--- src/rtl/dk27_state_driver.sv ---
// dk27_state_driver
//
// Sequences one symbol at a time through an external combinational
// next-state network for the 7-state DK27 machine. It presents the current
// state and the input symbol on vec_out, waits for the network to settle,
// captures the network's response from vec_in, then holds the captured
// output bits until the consumer takes them.
//
// Ports
//   clk        single rising-edge clock
//   rst        asynchronous active-high reset
//   in_valid   input symbol offered
//   in_bit     input symbol value
//   in_ready   driver can accept a symbol this cycle (IDLE only)
//   vec_out    [8:2] current-state one-hot S6..S0, [1:0] symbol one-hot
//   vec_in     [8:2] next-state one-hot, [1:0] output bits from the network
//   out_valid  captured result available
//   out_ready  consumer accepts the result
//   out_bits   captured vec_in[1:0] (00 after a bad capture)
//   state_idx  binary index of the current state (0..6)
//   err        sticky flag: a non-one-hot next state was captured
//   step_cnt   number of successful transitions, wraps at 16 bits
//
// Parameters
//   SETTLE_CYCLES  cycles vec_out is held before vec_in is sampled (1..15)
//   INIT_STATE     state index loaded at reset and on error recovery (0..6)

module dk27_state_driver #(
    parameter int unsigned SETTLE_CYCLES = 1,
    parameter int unsigned INIT_STATE    = 0
) (
    input  logic        clk,
    input  logic        rst,
    input  logic        in_valid,
    input  logic        in_bit,
    output logic        in_ready,
    output logic [8:0]  vec_out,
    input  logic [8:0]  vec_in,
    output logic        out_valid,
    input  logic        out_ready,
    output logic [1:0]  out_bits,
    output logic [2:0]  state_idx,
    output logic        err,
    output logic [15:0] step_cnt
);

    localparam logic [2:0] INIT_IDX    = 3'(INIT_STATE);
    localparam logic [3:0] SETTLE_LAST = 4'(SETTLE_CYCLES - 1);

    typedef enum logic [1:0] {
        IDLE,
        SETTLE,
        CAPTURE,
        RESULT
    } ctrl_t;

    ctrl_t      ctrl_q;
    ctrl_t      ctrl_d;
    logic [2:0] state_q;
    logic       in_bit_q;
    logic [3:0] settle_cnt;

    logic [6:0] next_onehot;
    logic       next_is_onehot;
    logic [2:0] next_idx;

    // Control state register. Reset parks the sequencer in IDLE so any
    // operation in flight is dropped without a capture or a result.
    always_ff @(posedge clk or posedge rst) begin
        if (rst) begin
            ctrl_q <= IDLE;
        end else begin
            ctrl_q <= ctrl_d;
        end
    end

    // Next-state logic for the sequencer. SETTLE exits once the counter has
    // counted SETTLE_CYCLES cycles (it starts at 0 on the first SETTLE cycle).
    always_comb begin
        ctrl_d = ctrl_q;
        unique case (ctrl_q)
            IDLE: begin
                if (in_valid) begin
                    ctrl_d = SETTLE;
                end
            end
            SETTLE: begin
                if (settle_cnt == SETTLE_LAST) begin
                    ctrl_d = CAPTURE;
                end
            end
            CAPTURE: begin
                ctrl_d = RESULT;
            end
            RESULT: begin
                if (out_ready) begin
                    ctrl_d = IDLE;
                end
            end
            default: begin
                ctrl_d = IDLE;
            end
        endcase
    end

    // Handshake outputs and the drive vector toward the network. The symbol
    // one-hot is only presented while the network is being evaluated.
    always_comb begin
        in_ready     = (ctrl_q == IDLE);
        out_valid    = (ctrl_q == RESULT);
        state_idx    = state_q;
        vec_out      = '0;
        vec_out[8:2] = 7'd1 << state_q;
        if ((ctrl_q == SETTLE) || (ctrl_q == CAPTURE)) begin
            vec_out[1:0] = in_bit_q ? 2'b10 : 2'b01;
        end
    end

    // Decode the network's next-state field: exactly-one-bit test via the
    // clear-lowest-set-bit trick, plus a priority encode to a binary index.
    // The encode result only matters when the field is one-hot.
    always_comb begin
        next_onehot    = vec_in[8:2];
        next_is_onehot = (next_onehot != 7'd0) &&
                         ((next_onehot & (next_onehot - 7'd1)) == 7'd0);
        next_idx       = 3'd0;
        for (int i = 0; i < 7; i++) begin
            if (next_onehot[i]) begin
                next_idx = 3'(i);
            end
        end
    end

    // Datapath registers. The symbol is latched on accept; the state, output
    // bits, error flag and step counter only change in the single CAPTURE
    // cycle. A bad capture recovers to INIT_STATE and leaves step_cnt alone.
    always_ff @(posedge clk or posedge rst) begin
        if (rst) begin
            state_q    <= INIT_IDX;
            in_bit_q   <= 1'b0;
            settle_cnt <= 4'd0;
            out_bits   <= 2'b00;
            err        <= 1'b0;
            step_cnt   <= 16'd0;
        end else begin
            unique case (ctrl_q)
                IDLE: begin
                    if (in_valid) begin
                        in_bit_q   <= in_bit;
                        settle_cnt <= 4'd0;
                    end
                end
                SETTLE: begin
                    if (settle_cnt != SETTLE_LAST) begin
                        settle_cnt <= settle_cnt + 4'd1;
                    end
                end
                CAPTURE: begin
                    if (next_is_onehot) begin
                        state_q  <= next_idx;
                        out_bits <= vec_in[1:0];
                        step_cnt <= step_cnt + 16'd1;
                    end else begin
                        state_q  <= INIT_IDX;
                        out_bits <= 2'b00;
                        err      <= 1'b1;
                    end
                end
                default: begin
                end
            endcase
        end
    end

endmodule

--- config.mk ---
export PLATFORM = sky130hd
export DESIGN_NAME = dk27_state_driver
export DESIGN_NICKNAME = d
export VERILOG_FILES = /design/src/rtl/dk27_state_driver.sv
export SDC_FILE = /design/constraint.sdc
export NUM_CORES = 1
export LEC_CHECK = 0
export ABC_AREA = 1
export CAP_MARGIN = 20
export CORE_MARGIN = 1.5
export CORE_UTILIZATION = 40
export CTS_CLUSTER_DIAMETER = 60
export CTS_CLUSTER_SIZE = 28
export DETAILED_ROUTE_END_ITERATION = 10
export PLACE_DENSITY_LB_ADDON = 0.3
export SLEW_MARGIN = 20
export SYNTH_ARGS = -nofsm -noshare
export SYNTH_HDL_FRONTEND = slang
export SYNTH_SLANG_ARGS = --single-unit
--- constraint.sdc ---
create_clock -name clk -period 1.45 [get_ports clk]
set_clock_uncertainty 0.1 [all_clocks]
set_input_delay 0.2175 -clock clk [delete_from_list [all_inputs] [get_ports clk]]
set_output_delay 0.2175 -clock clk [all_outputs]
set_load 0.01 [all_outputs]
==> results.json <==
{
  "start_util_pct": 42.4,
  "synth_top_family_by_area": "simple AND/OR/NAND/NOR gates",
  "max_stage_delay_ns": 0.38,
  "cts.path.max_buffers": 2,
  "dieArea_um2": 5130,
  "synthMuxAreaShare_pct": 0,
  "end_kind": "output pin",
  "ys_seq_area_share_pct": 38.5,
  "holdBufCountCts": 0,
  "min_path_type": "input port to asynchronous set/reset pin",
  "drtPass1Iterations": 9,
  "grt_max_degree": 30,
  "hold_violations": 0,
  "wl_per_cell_um": 13.4,
  "hpwl_um": 3390,
  "finalNetCount": 400,
  "gp_congestion": 0.794,
  "antenna_found_initial": 0,
  "route.met3.wl_um": 273,
  "ys_top_cells_by_area": "dfrtp_1 39%, nand2_1 19%, nand3_1 8.5%, inv_1 7.2%, nor2_1 4.8%",
  "diodes": 0,
  "io_pins": 47,
  "instances_no_fill": 431,
  "fin_crit_ns": 1.55,
  "p_leak_nw": 1.70,
  "cp_num_buf_inv": 3,
  "synth_compound_area_share_pct": 5.98,
  "root_buffer": "clkbuf_8",
  "drive_above_1_share_pct": 41.7,
  "cts_sinks": 29,
  "status": "finished, violations left",
  "fmax_ghz": 0.647,
  "violations": "DRC, setup timing",
  "synth_top_area_cell": "dfrtp_1",
  "period_share_pct": 107,
  "worstSetupPathType": "register to output pin",
  "globalRouteTotalUtil_pct": 22.4,
  "met2_wirelength_um": 3150,
  "yosysUniqueCellTypes": 22,
  "place_inst": 393,
  "slowest_stage": "dfrtp_1",
  "synth_top_area_share_pct": 38.5,
  "layout_setup_ws_ns": -0.0960,
  "worstSetupStartpointType": "register",
  "synth-xor-area-share_pct": 3.72,
  "grt_remaining_overflow": 0,
  "fp-row-count": 24,
  "areaGrowthSynthToFinish_pct": 71.8,
  "synthAdderAreaFrac_pct": 4.65,
  "path_cells": "inv_2 -> ha_4 -> inv_1 -> nor2_1 -> buf_2",
  "vdd_drop_max_v": 0.00112,
  "finalSetupViolCount": 13,
  "arrival_ns": 1.23,
  "worst_r2r_path_depth": 9,
  "die_x_um": 71.6,
  "ys_ff_latch": 29,
  "cp.depth": 5,
  "die_h_um": 71.6,
  "tns_ns": -0.683,
  "required_ns": 1.13,
  "power.density_nw_per_um2": 1100,
  "synth_simple_gate_area_share_pct": 37.5,
  "worstMarginPinSlew_ns": 0.214,
  "first_iter_violations": 134,
  "vias_per_cell": 4.99,
  "numPortBuffers": 46,
  "clk_latency_ns": 0.28,
  "fillers": 345,
  "yosysWarnings": 0,
  "wl_met1_um": 2240,
  "grt_pass1_wl_um": 9110,
  "cts_tree": "done",
  "cts_buffers": 5,
  "grt_pass1_vias": 2099,
  "crit_family": "flip-flops",
  "synthCells": 271,
  "slew_headroom_pct": 85.7,
  "core_area_um2": 4440,
  "postRouteAntennaNets": 0,
  "dr_total_vias": 2151,
  "total_power_mw": 3.57,
  "avgSynthCellArea_um2": 6.95,
  "syn_nets": 292,
  "cp_max_fo": 3,
  "max_cap_viol_count": 0,
  "htree_num_levels": 2,
  "wl_um": 5790,
  "drv_slew": 0,
  "synth_area_um2": 1880,
  "top_layer": "met4",
  "rsz0062_at_grt": "yes",
  "clkTransAtPathRegs_ns": 0.06,
  "drcViolationCount": 1
}
state kept, by name (all words and copies together) (netlist names):
name,cells
step_cnt,16
ctrl_q,2
out_bits,2
in_bit_q,1
state_idx,3
err,1
settle_cnt,4
cell usage after synthesis, drive strengths merged:
cell	instances
nand3	32
clkbuf	2
nor3	7
a21oi	4
xnor2	2
nor2	26
o21bai	3
inv	37
ha	7
nand4	5
xor2	6
a31oi	1
buf	3
or2	1
nand2	94
o21ai	12
dfrtp	29
worst reg2reg max path: stages (launching register included):
cell and delay (ns):
dfrtp_1 0.40, buf_4 0.15, buf_6 0.12, ha_4 0.17, inv_4 0.05, nand2_2 0.04, a21oi_2 0.13, buf_6 0.14
nand2_1 0.05, o21ai_1 0.07
metal layers:
| metal | vias to the layer above | GRT usage (%) |
|---|---|---|
| met5 | - | 0 |
| met4 | 0 | 6.92 |
| met1 | 1012 | 25.3 |
| met3 | 11 | 4.64 |
| li1 | 1067 | - |
| met2 | 61 | 42.1 |
logic make-up after synthesis:
family          after synthesis
compound gates               20
xor+xnor                      8
buf+inv                      42
flops                        29
simple gates                165
fa+ha+maj                     7
path summary, 6_finish.rpt:
| check | start | endpoint | slack (ns) |
|---|---|---|---|
| max | ctrl_q[0]$_DFFE_PP0P_ | vec_out[0] | -0.1 |
| min | rst | ctrl_q[1]$_DFFE_PP0P_ | 0.17 |
| max reg2reg | ctrl_q[0]$_DFFE_PP0P_ | settle_cnt[2]$_DFFE_PP0P_ | -0.05 |
| min reg2reg | out_bits[1]$_DFFE_PP0P_ | out_bits[1]$_DFFE_PP0P_ | 0.38 |
| max in group asynchronous | rst | step_cnt[4]$_DFFE_PP0P_ | 0.90 |
| min in group clk | out_bits[1]$_DFFE_PP0P_ | out_bits[1]$_DFFE_PP0P_ | 0.38 |
report_power, final:
group          internal (mW)  switching, mW  leakage, nW
Combinational          0.959          0.927         1.27
Clock                  0.376          0.300       0.0443
Sequential             0.910         0.0964        0.379
Total                   2.25           1.32         1.70
cell type report:
cell class / instances / area (µm²) / area share [%]
Multi-Input combinational cell: 200 / 1270 / 39.3
Timing Repair Buffer: 106 / 932 / 28.8
Clock buffer: 7 / 86.3 / 2.67
Tap cell: 52 / 65.1 / 2.01
Inverter: 37 / 146 / 4.53
Sequential cell: 29 / 734 / 22.7
metrics by stage:
step           setup slack [ns]  instance area (µm²)  utilization, %  hold WS [ns]
2_1_floorplan            0.0164                 1900               -         0.196
3_3_place_gp             -0.286                 2630            59.1         0.365
3_5_place_dp             -0.349                 2630            59.1         0.368
4_1_cts                  -0.111                 2990            67.3         0.166
5_1_grt                  -0.183                 3230            72.8         0.216
6_report                -0.0960                 3230            72.8         0.166
what timing repair did:
action / CTS / global route
setup buffers: 23 / 9
endpoints found under the setup margin: 58 / 37
pin swaps: 10 / 27
cloned: 1 / 0
resized for setup: 128 / 65
layout by cell type (no fill, tap or decap), drive strengths merged, types with 3 or more instances in the layout:
cell / n
buf: 71
nand3: 32
nor2: 26
dfrtp: 29
nand4: 5
o21bai: 3
ha: 7
nand2: 94
inv: 37
dlygate4sd2: 26
o21ai: 12
a21oi: 4
clkdlybuf4s50: 6
nor3: 7
xor2: 6
clkbuf: 10
Note: power is estimated with default switching activity, not from simulation.
